--- src/rtl/fifo_reader_pkg.sv ---
// Shared types for the FIFO read-side engine: FSM state encoding and FIFO timing.
// Imported by fifo_reader and its circular output buffer.
package pipearch_fifo_pkg;

  typedef enum logic [1:0] {
    IDLE  = 2'd0,
    ISSUE = 2'd1,
    FLUSH = 2'd2,
    DONE  = 2'd3
  } fifo_reader_state_t;

  // Cycles from re to rvalid/rdata on the attached FIFO.
  localparam int FIFO_READ_LATENCY = 1;

  function automatic int unsigned buf_depth(input int unsigned log2_depth);
    return 32'd1 << log2_depth;
  endfunction

endpackage

--- src/rtl/fifo_reader_if.sv ---
// FIFO/BRAM access bundle: fifo_sink is the reader side, fifo_source the FIFO side.
interface fifobram_interface #(
  parameter int WIDTH = 8
);
  logic             we;
  logic [WIDTH-1:0] wdata;
  logic             re;
  logic             empty;
  logic             full;
  logic             rvalid;
  logic [WIDTH-1:0] rdata;

  modport fifo_sink (
    output re,
    input  empty,
    input  rvalid,
    input  rdata
  );

  modport fifo_source (
    input  we,
    input  wdata,
    input  re,
    output empty,
    output full,
    output rvalid,
    output rdata
  );
endinterface

--- src/rtl/fifo_reader_buf.sv ---
// Small circular buffer holding {last, data} entries between the FIFO read port and
// the output stream; wrap-around pointers plus an explicit occupancy count.
module fifo_reader_buf #(
  parameter int WIDTH    = 8,
  parameter int LOG2_BUF = 2
) (
  input  logic              clk,
  input  logic              reset_n,
  input  logic              push,
  input  logic              push_last,
  input  logic [WIDTH-1:0]  push_data,
  input  logic              pop,
  output logic              out_valid,
  output logic              out_last,
  output logic [WIDTH-1:0]  out_data,
  output logic [LOG2_BUF:0] count
);
  import pipearch_fifo_pkg::*;

  localparam int                DEPTH   = buf_depth(LOG2_BUF);
  localparam logic [LOG2_BUF:0] DEPTH_C = (LOG2_BUF + 1)'(DEPTH);
  localparam logic [LOG2_BUF:0] ONE_C   = (LOG2_BUF + 1)'(1);
  localparam logic [LOG2_BUF-1:0] PTR_ONE = LOG2_BUF'(1);

  typedef struct packed {
    logic             last;
    logic [WIDTH-1:0] data;
  } entry_t;

  entry_t              mem_q [DEPTH];
  entry_t              mem_d [DEPTH];
  logic [LOG2_BUF-1:0] wr_ptr_q, wr_ptr_d;
  logic [LOG2_BUF-1:0] rd_ptr_q, rd_ptr_d;
  logic [LOG2_BUF:0]   count_q, count_d;

  always_comb begin
    mem_d    = mem_q;
    wr_ptr_d = wr_ptr_q;
    rd_ptr_d = rd_ptr_q;
    count_d  = count_q;
    if (push) begin
      mem_d[wr_ptr_q] = '{last: push_last, data: push_data};
      wr_ptr_d        = wr_ptr_q + PTR_ONE;
    end
    if (pop) begin
      rd_ptr_d = rd_ptr_q + PTR_ONE;
    end
    if (push && !pop) begin
      count_d = count_q + ONE_C;
    end else if (pop && !push) begin
      count_d = count_q - ONE_C;
    end
  end

  always_ff @(posedge clk or negedge reset_n) begin
    if (!reset_n) begin
      for (int i = 0; i < DEPTH; i++) begin
        mem_q[i] <= '0;
      end
      wr_ptr_q <= '0;
      rd_ptr_q <= '0;
      count_q  <= '0;
    end else begin
      mem_q    <= mem_d;
      wr_ptr_q <= wr_ptr_d;
      rd_ptr_q <= rd_ptr_d;
      count_q  <= count_d;
    end
  end

  assign out_valid = (count_q != '0);
  assign out_last  = mem_q[rd_ptr_q].last;
  assign out_data  = mem_q[rd_ptr_q].data;
  assign count     = count_q;

  // The reader's credit rule keeps the buffer from ever filling past its depth.
  a_no_overflow: assert property (@(posedge clk) disable iff (!reset_n)
    !(push && !pop && count_q == DEPTH_C));
  a_no_underflow: assert property (@(posedge clk) disable iff (!reset_n)
    !(pop && count_q == '0));

endmodule

--- src/rtl/fifo_reader.sv ---
// Drains a commanded number of words from a FIFO and presents them as a valid/ready
// stream. Optional FIFO_READER_STATS_EN adds stall_cycles/starve_cycles counters.
module fifo_reader
  import pipearch_fifo_pkg::*;
#(
  parameter int WIDTH     = 8,
  parameter int LOG2_BUF  = 2,
  parameter int CNT_WIDTH = 32
) (
  input  logic                 clk,
  input  logic                 reset_n,
  input  logic                 start,
  input  logic [CNT_WIDTH-1:0] num_words,
  output logic                 busy,
  output logic                 done,
  fifobram_interface.fifo_sink access,
  output logic                 out_valid,
  output logic [WIDTH-1:0]     out_data,
  output logic                 out_last,
  input  logic                 out_ready
`ifdef FIFO_READER_STATS_EN
  ,
  output logic [CNT_WIDTH-1:0] stall_cycles,
  output logic [CNT_WIDTH-1:0] starve_cycles
`endif
);

  localparam int                  DEPTH   = buf_depth(LOG2_BUF);
  localparam logic [LOG2_BUF+1:0] DEPTH_W = (LOG2_BUF + 2)'(DEPTH);
  localparam logic [LOG2_BUF:0]   BUF_ONE = (LOG2_BUF + 1)'(1);
  localparam logic [CNT_WIDTH-1:0] CNT_ONE = CNT_WIDTH'(1);

  fifo_reader_state_t   state_q, state_d;
  logic [CNT_WIDTH-1:0] issue_left_q, issue_left_d;
  logic [CNT_WIDTH-1:0] recv_left_q, recv_left_d;
  logic                 inflight_q, inflight_d;

  logic                 re;
  logic                 refund;
  logic                 push;
  logic                 push_last;
  logic                 pop;
  logic                 buf_empty_next;
  logic [LOG2_BUF:0]    buf_count;
  logic [LOG2_BUF+1:0]  credit;

  // A slot is reserved for the outstanding read so the returning word always fits.
  assign credit    = {1'b0, buf_count} + {{(LOG2_BUF + 1){1'b0}}, inflight_q};
  assign re        = (state_q == ISSUE) && !access.empty && (issue_left_q != '0)
                     && (credit < DEPTH_W);
  assign refund    = inflight_q && !access.rvalid;
  assign push      = inflight_q && access.rvalid;
  assign push_last = (recv_left_q == CNT_ONE);
  assign pop       = out_valid && out_ready;
  assign buf_empty_next = ((buf_count == '0) && !push)
                       || ((buf_count == BUF_ONE) && pop && !push);

  assign access.re = re;
  assign busy      = (state_q != IDLE);
  assign done      = (state_q == DONE);

  always_comb begin
    state_d      = state_q;
    issue_left_d = issue_left_q;
    recv_left_d  = recv_left_q;
    inflight_d   = re;

    if (re && !refund) begin
      issue_left_d = issue_left_q - CNT_ONE;
    end else if (!re && refund) begin
      issue_left_d = issue_left_q + CNT_ONE;
    end
    if (push) begin
      recv_left_d = recv_left_q - CNT_ONE;
    end

    unique case (state_q)
      IDLE: begin
        if (start) begin
          if (num_words == '0) begin
            state_d = DONE;
          end else begin
            issue_left_d = num_words;
            recv_left_d  = num_words;
            state_d      = ISSUE;
          end
        end
      end
      ISSUE: begin
        if (issue_left_d == '0) begin
          state_d = FLUSH;
        end
      end
      FLUSH: begin
        // A missed rvalid hands the word back to ISSUE for another attempt.
        if (issue_left_d != '0) begin
          state_d = ISSUE;
        end else if ((recv_left_d == '0) && buf_empty_next) begin
          state_d = DONE;
        end
      end
      DONE: begin
        state_d = IDLE;
      end
      default: state_d = IDLE;
    endcase
  end

  always_ff @(posedge clk or negedge reset_n) begin
    if (!reset_n) begin
      state_q      <= IDLE;
      issue_left_q <= '0;
      recv_left_q  <= '0;
      inflight_q   <= 1'b0;
    end else begin
      state_q      <= state_d;
      issue_left_q <= issue_left_d;
      recv_left_q  <= recv_left_d;
      inflight_q   <= inflight_d;
    end
  end

  fifo_reader_buf #(
    .WIDTH    (WIDTH),
    .LOG2_BUF (LOG2_BUF)
  ) u_buf (
    .clk       (clk),
    .reset_n   (reset_n),
    .push      (push),
    .push_last (push_last),
    .push_data (access.rdata),
    .pop       (pop),
    .out_valid (out_valid),
    .out_last  (out_last),
    .out_data  (out_data),
    .count     (buf_count)
  );

`ifdef FIFO_READER_STATS_EN
  logic [CNT_WIDTH-1:0] stall_q, stall_d;
  logic [CNT_WIDTH-1:0] starve_q, starve_d;

  // Counters restart on each accepted command and saturate instead of wrapping.
  always_comb begin
    stall_d  = stall_q;
    starve_d = starve_q;
    if ((state_q == IDLE) && start) begin
      stall_d  = '0;
      starve_d = '0;
    end else begin
      if (busy && out_valid && !out_ready && (stall_q != '1)) begin
        stall_d = stall_q + CNT_ONE;
      end
      if ((state_q == ISSUE) && (issue_left_q != '0) && access.empty
          && (starve_q != '1)) begin
        starve_d = starve_q + CNT_ONE;
      end
    end
  end

  always_ff @(posedge clk or negedge reset_n) begin
    if (!reset_n) begin
      stall_q  <= '0;
      starve_q <= '0;
    end else begin
      stall_q  <= stall_d;
      starve_q <= starve_d;
    end
  end

  assign stall_cycles  = stall_q;
  assign starve_cycles = starve_q;
`endif

endmodule
--- src/flat_wrapper.sv ---
// flat-port wrapper written by rule: the top's interface ports become plain ports
module fifo_reader_flat import pipearch_fifo_pkg::*;
#(
  parameter int WIDTH     = 8,
  parameter int LOG2_BUF  = 2,
  parameter int CNT_WIDTH = 32
)
  (clk, reset_n, start, num_words, busy, done, out_valid, out_data, out_last, out_ready, access_re, access_empty, access_rvalid, access_rdata);
  fifobram_interface #(.WIDTH(WIDTH)) access_i ();
  input  logic clk;
  input  logic reset_n;
  input  logic start;
  input  logic [CNT_WIDTH-1:0] num_words;
  output logic busy;
  output logic done;
  output logic out_valid;
  output logic [WIDTH-1:0] out_data;
  output logic out_last;
  input  logic out_ready;
  output wire logic [$bits(access_i.re)-1:0] access_re;
  input wire logic [$bits(access_i.empty)-1:0] access_empty;
  input wire logic [$bits(access_i.rvalid)-1:0] access_rvalid;
  input wire logic [$bits(access_i.rdata)-1:0] access_rdata;
  assign access_re = access_i.re;
  assign access_i.empty = access_empty;
  assign access_i.rvalid = access_rvalid;
  assign access_i.rdata = access_rdata;
  fifo_reader #(.WIDTH(WIDTH), .LOG2_BUF(LOG2_BUF), .CNT_WIDTH(CNT_WIDTH)) u_core (.clk(clk), .reset_n(reset_n), .start(start), .num_words(num_words), .busy(busy), .done(done), .access(access_i), .out_valid(out_valid), .out_data(out_data), .out_last(out_last), .out_ready(out_ready));
endmodule
--- config.mk ---
export PLATFORM = sky130hd
export DESIGN_NAME = fifo_reader_flat
export DESIGN_NICKNAME = d
export VERILOG_FILES = /design/src/rtl/fifo_reader_pkg.sv /design/src/rtl/fifo_reader_if.sv /design/src/rtl/fifo_reader_buf.sv /design/src/rtl/fifo_reader.sv /design/src/flat_wrapper.sv
export SDC_FILE = /design/constraint.sdc
export NUM_CORES = 1
export LEC_CHECK = 0
export BUFFER_PORTS_ARGS = -buffer_cell sky130_fd_sc_hd__buf_2
export CORE_UTILIZATION = 60
export CTS_CLUSTER_SIZE = 14
export DETAILED_ROUTE_END_ITERATION = 10
export PLACE_DENSITY = 0.8
export SLEW_MARGIN = 20
export SYNTH_ARGS = -nofsm -noshare
export SYNTH_HDL_FRONTEND = slang
export SYNTH_SLANG_ARGS = --single-unit
--- constraint.sdc ---
create_clock -name clk -period 6.2 [get_ports clk]
set_clock_uncertainty 0.1 [all_clocks]
set_input_delay 0.93 -clock clk [delete_from_list [all_inputs] [get_ports clk]]
set_output_delay 0.93 -clock clk [all_outputs]
set_load 0.05 [all_outputs]
==> results_dict.tcl <==
set metrics [dict create \
    arrival_ns 4.32 \
    hp-class "flip-flop to flip-flop" \
    grt_pass1_vias 5747 \
    routed-via-count 6148 \
    hold_viol_final 0 \
    first_pass_iters 7 \
    crit_family "simple AND/OR/NAND/NOR gates" \
    grt_use_total_pct 35.3 \
    numCtsBuffers 9 \
    ys_seq_area_share_pct 40.0 \
    clock_sinks 110 \
    synthToLayoutAreaGrowth_pct 10.2 \
    rsz0062_at_grt "no" \
    min_period_ns 4.16 \
    path_class "flip-flop to flip-flop" \
    synth_edf_count 0 \
    wl_per_cell_um 21.7 \
    synthCells 738 \
    ys_warn_count 0 \
    clk_path_buf_depth 2 \
    drc 0 \
    post_cts.repair.setup_buffers 0 \
    path_clk_slew_ns 0.08 \
    synth_seq_cells 110 \
    cp_data_required_time_ns 6.36 \
    tns_ns 0 \
    cts_hold_buf 0 \
    die_h_um 109 \
    viasPerCell 6.65 \
    synthesis.nets 797 \
    async_reset_ff_share_pct 100 \
    critPathMaxStageDelay_ns 0.84 \
    path_max_fanout 12 \
    io_pins 59 \
    cap_violations 0 \
    ir_drop_uv 374 \
    cts_tree "done" \
    synth_area_leader_cell "dfrtp_1" \
    syn_area_um2 6870 \
    finalSetupViolCount 0 \
    dp_hpwl_mm 14.9 \
    grt_pass1_wl_mm 31.0 \
    drtIter0Drc 864 \
    final_max_slew_viol_count 0 \
    dieArea_um2 11900 \
    gp_congestion 0.977 \
    max_freq_ghz 0.240 \
    fin_nets 837 \
    antenna_found_initial 0 \
    syn_avg_cell_area_um2 9.31 \
    ant_nets 0 \
    worstSetupStartpointType "flip-flop" \
    leakage_nw 3.01 \
    cts.repair.resized 0 \
    drive_above_1_share_pct 18.1 \
    cts_root_buffer "clkbuf_16" \
    die_width_um 109 \
    relSlewSlack_pct 40.0 \
    synth_top_area_share_pct 40.0 \
    min_period_over_period_pct 67.2 \
    status "completed" \
    start_util_pct 62.6 \
    critPathCaptureType "flip-flop" \
    yosysUniqueCellTypes 78 \
    core_um2 11000 \
    path_cells "inv_1 -> ha_1 -> nor3b_2 -> nand4b_1 -> o31ai_2 -> and3_1 -> o21ai_1 -> xnor2_1 -> or4b_1 -> nor3_4 -> a21oi_1 -> o221a_1" \
    worst-path-buf-inv 1 \
    grt_max_degree 65 \
    ys_top_cells_by_area "dfrtp_1 (40%), xnor2_1 (5.7%), mux2_2 (5.4%)" \
    synth-main-ff-cell "dfrtp_1" \
    p_per_area_nw_per_um2 479 \
    htree_levels 3 \
    rows 38 \
    cpMaxStageDelayCell "o31ai_2" \
    grt_overflow 0 \
    tightest_slew_ns 0.894 \
    wl_mm 20.1 \
    finish.utilization_pct 69.0 \
    io_buffers 58 \
    clk_latency_ns 0.36 \
]
[Yosys cell counts (5+ instances only)]
library cell / instances
a211oi_1: 6
a21oi_1: 29
a31oi_1: 7
and3_1: 10
buf_1: 5
buf_2: 5
clkbuf_1: 21
dfrtp_1: 110
ha_1: 13
inv_1: 18
mux2_2: 33
mux4_2: 9
nand2_1: 84
nand2b_1: 7
nand3_1: 26
nand4_1: 15
nor2_1: 66
nor3_1: 30
nor4_1: 21
o21ai_0: 49
o31ai_1: 7
or3_1: 10
or4_1: 6
xnor2_1: 45
xor2_1: 16
[sequential cells by signal, indices dropped and copies added (netlist names)]
signal	count
u_core.u_buf.rd_ptr_q	2
u_core.u_buf.count	3
u_core.u_buf.mem_q	36
u_core.state_q	2
u_core.recv_left_q	32
u_core.inflight_q	1
u_core.u_buf.wr_ptr_q	2
u_core.issue_left_q	32
[cell families (layout without fill, tap and decap cells)]
group / after synthesis / after routing / share of synthesized area (%)
adders and majority gates: 13 / 13 / 2.37
xor gates and xnor gates: 61 / 61 / 7.77
and+or+nand+nor: 313 / 313 / 24.0
other: 0 / 1 / 0
AOI/OAI and AO/OA: 147 / 147 / 14.3
buffers and inverters: 51 / 96 / 3.04
DFF: 110 / 110 / 40.0
muxes: 43 / 43 / 8.50
[through the flow]
stage | cells | setup slack, ns | area, µm² | power [mW] | hold WS, ns
after floorplan | 738 | 2.34 | 6870 | 2.55 | 0.345
after global placement | 907 | 2.09 | 7240 | 2.88 | 0.358
after detailed placement | 907 | 2.05 | 7240 | 2.93 | 0.371
after CTS | 923 | 2.04 | 7570 | 3.61 | 0.387
after global routing | 923 | 1.79 | 7570 | 3.82 | 0.407
final | 924 | 2.04 | 7570 | 3.63 | 0.383
[cell type report]
cell class / instances / area (µm²)
Antenna cell: 1 / 2.50
Clock buffer: 12 / 256
Clock inverter: 4 / 77.6
Fill cell: 874 / 3410
Inverter: 18 / 67.6
Multi-Input combinational cell: 577 / 3920
Sequential cell: 110 / 2750
Tap cell: 140 / 175
Timing Repair Buffer: 62 / 323
[cell usage in the layout, fill, tap and decap left out, drive strengths merged, types with 8 or more instances in the layout]
cell / count
nor4: 23
nand4: 15
o31ai: 8
or4: 8
nor2: 66
a21oi: 31
ha: 13
nor3: 32
or3: 10
inv: 19
buf: 62
a31oi: 8
nand3: 27
clkbuf: 12
nand2: 84
o21ai: 52
dfrtp: 110
mux2: 33
and3: 10
mux4: 9
xor2: 16
xnor2: 45
[path summary, 6_finish.rpt]
kind / slack, ns / start / end / cells after the start
min reg2reg: 0.38 / u_core.u_buf.mem_q[35] / u_core.u_buf.mem_q[35] / 2
max: 2.04 / u_core.issue_left_q[0] / u_core.state_q[0] / 12
max in group asynchronous: 4.28 / reset_n / u_core.u_buf.mem_q[3] / 2
min in group asynchronous: 0.48 / reset_n / u_core.u_buf.mem_q[27] / 1
min: 0.38 / u_core.u_buf.mem_q[35] / u_core.u_buf.mem_q[35] / 2
max reg2reg: 2.04 / u_core.issue_left_q[0] / u_core.state_q[0] / 12
[metal layers]
| metal | global-route usage [%] | share of wire [%] |
|---|---|---|
| met1 | 50.2 | 43 |
| met2 | 53.0 | 46 |
| met3 | 7.65 | 9.0 |
| met4 | 12.8 | 2.8 |
| met5 | 0 | 0 |
[worst reg2reg max path, stage by stage, from the launching register on]
cell and delay [ns]:
dfrtp_1 0.48, inv_1 0.13, ha_1 0.16, nor3b_2 0.37
nand4b_1 0.37, o31ai_2 0.84, and3_1 0.27, o21ai_1 0.07
xnor2_1 0.15, or4b_1 0.54, nor3_4 0.25, a21oi_1 0.09
o221a_1 0.24
[power breakdown]
group | leakage (nW) | internal (mW) | switching (mW)
registers | 1.33 | 1.05 | 0.485
logic | 1.52 | 0.620 | 0.815
clock network | 0.163 | 0.379 | 0.278
(Power assumes the default switching activity.)
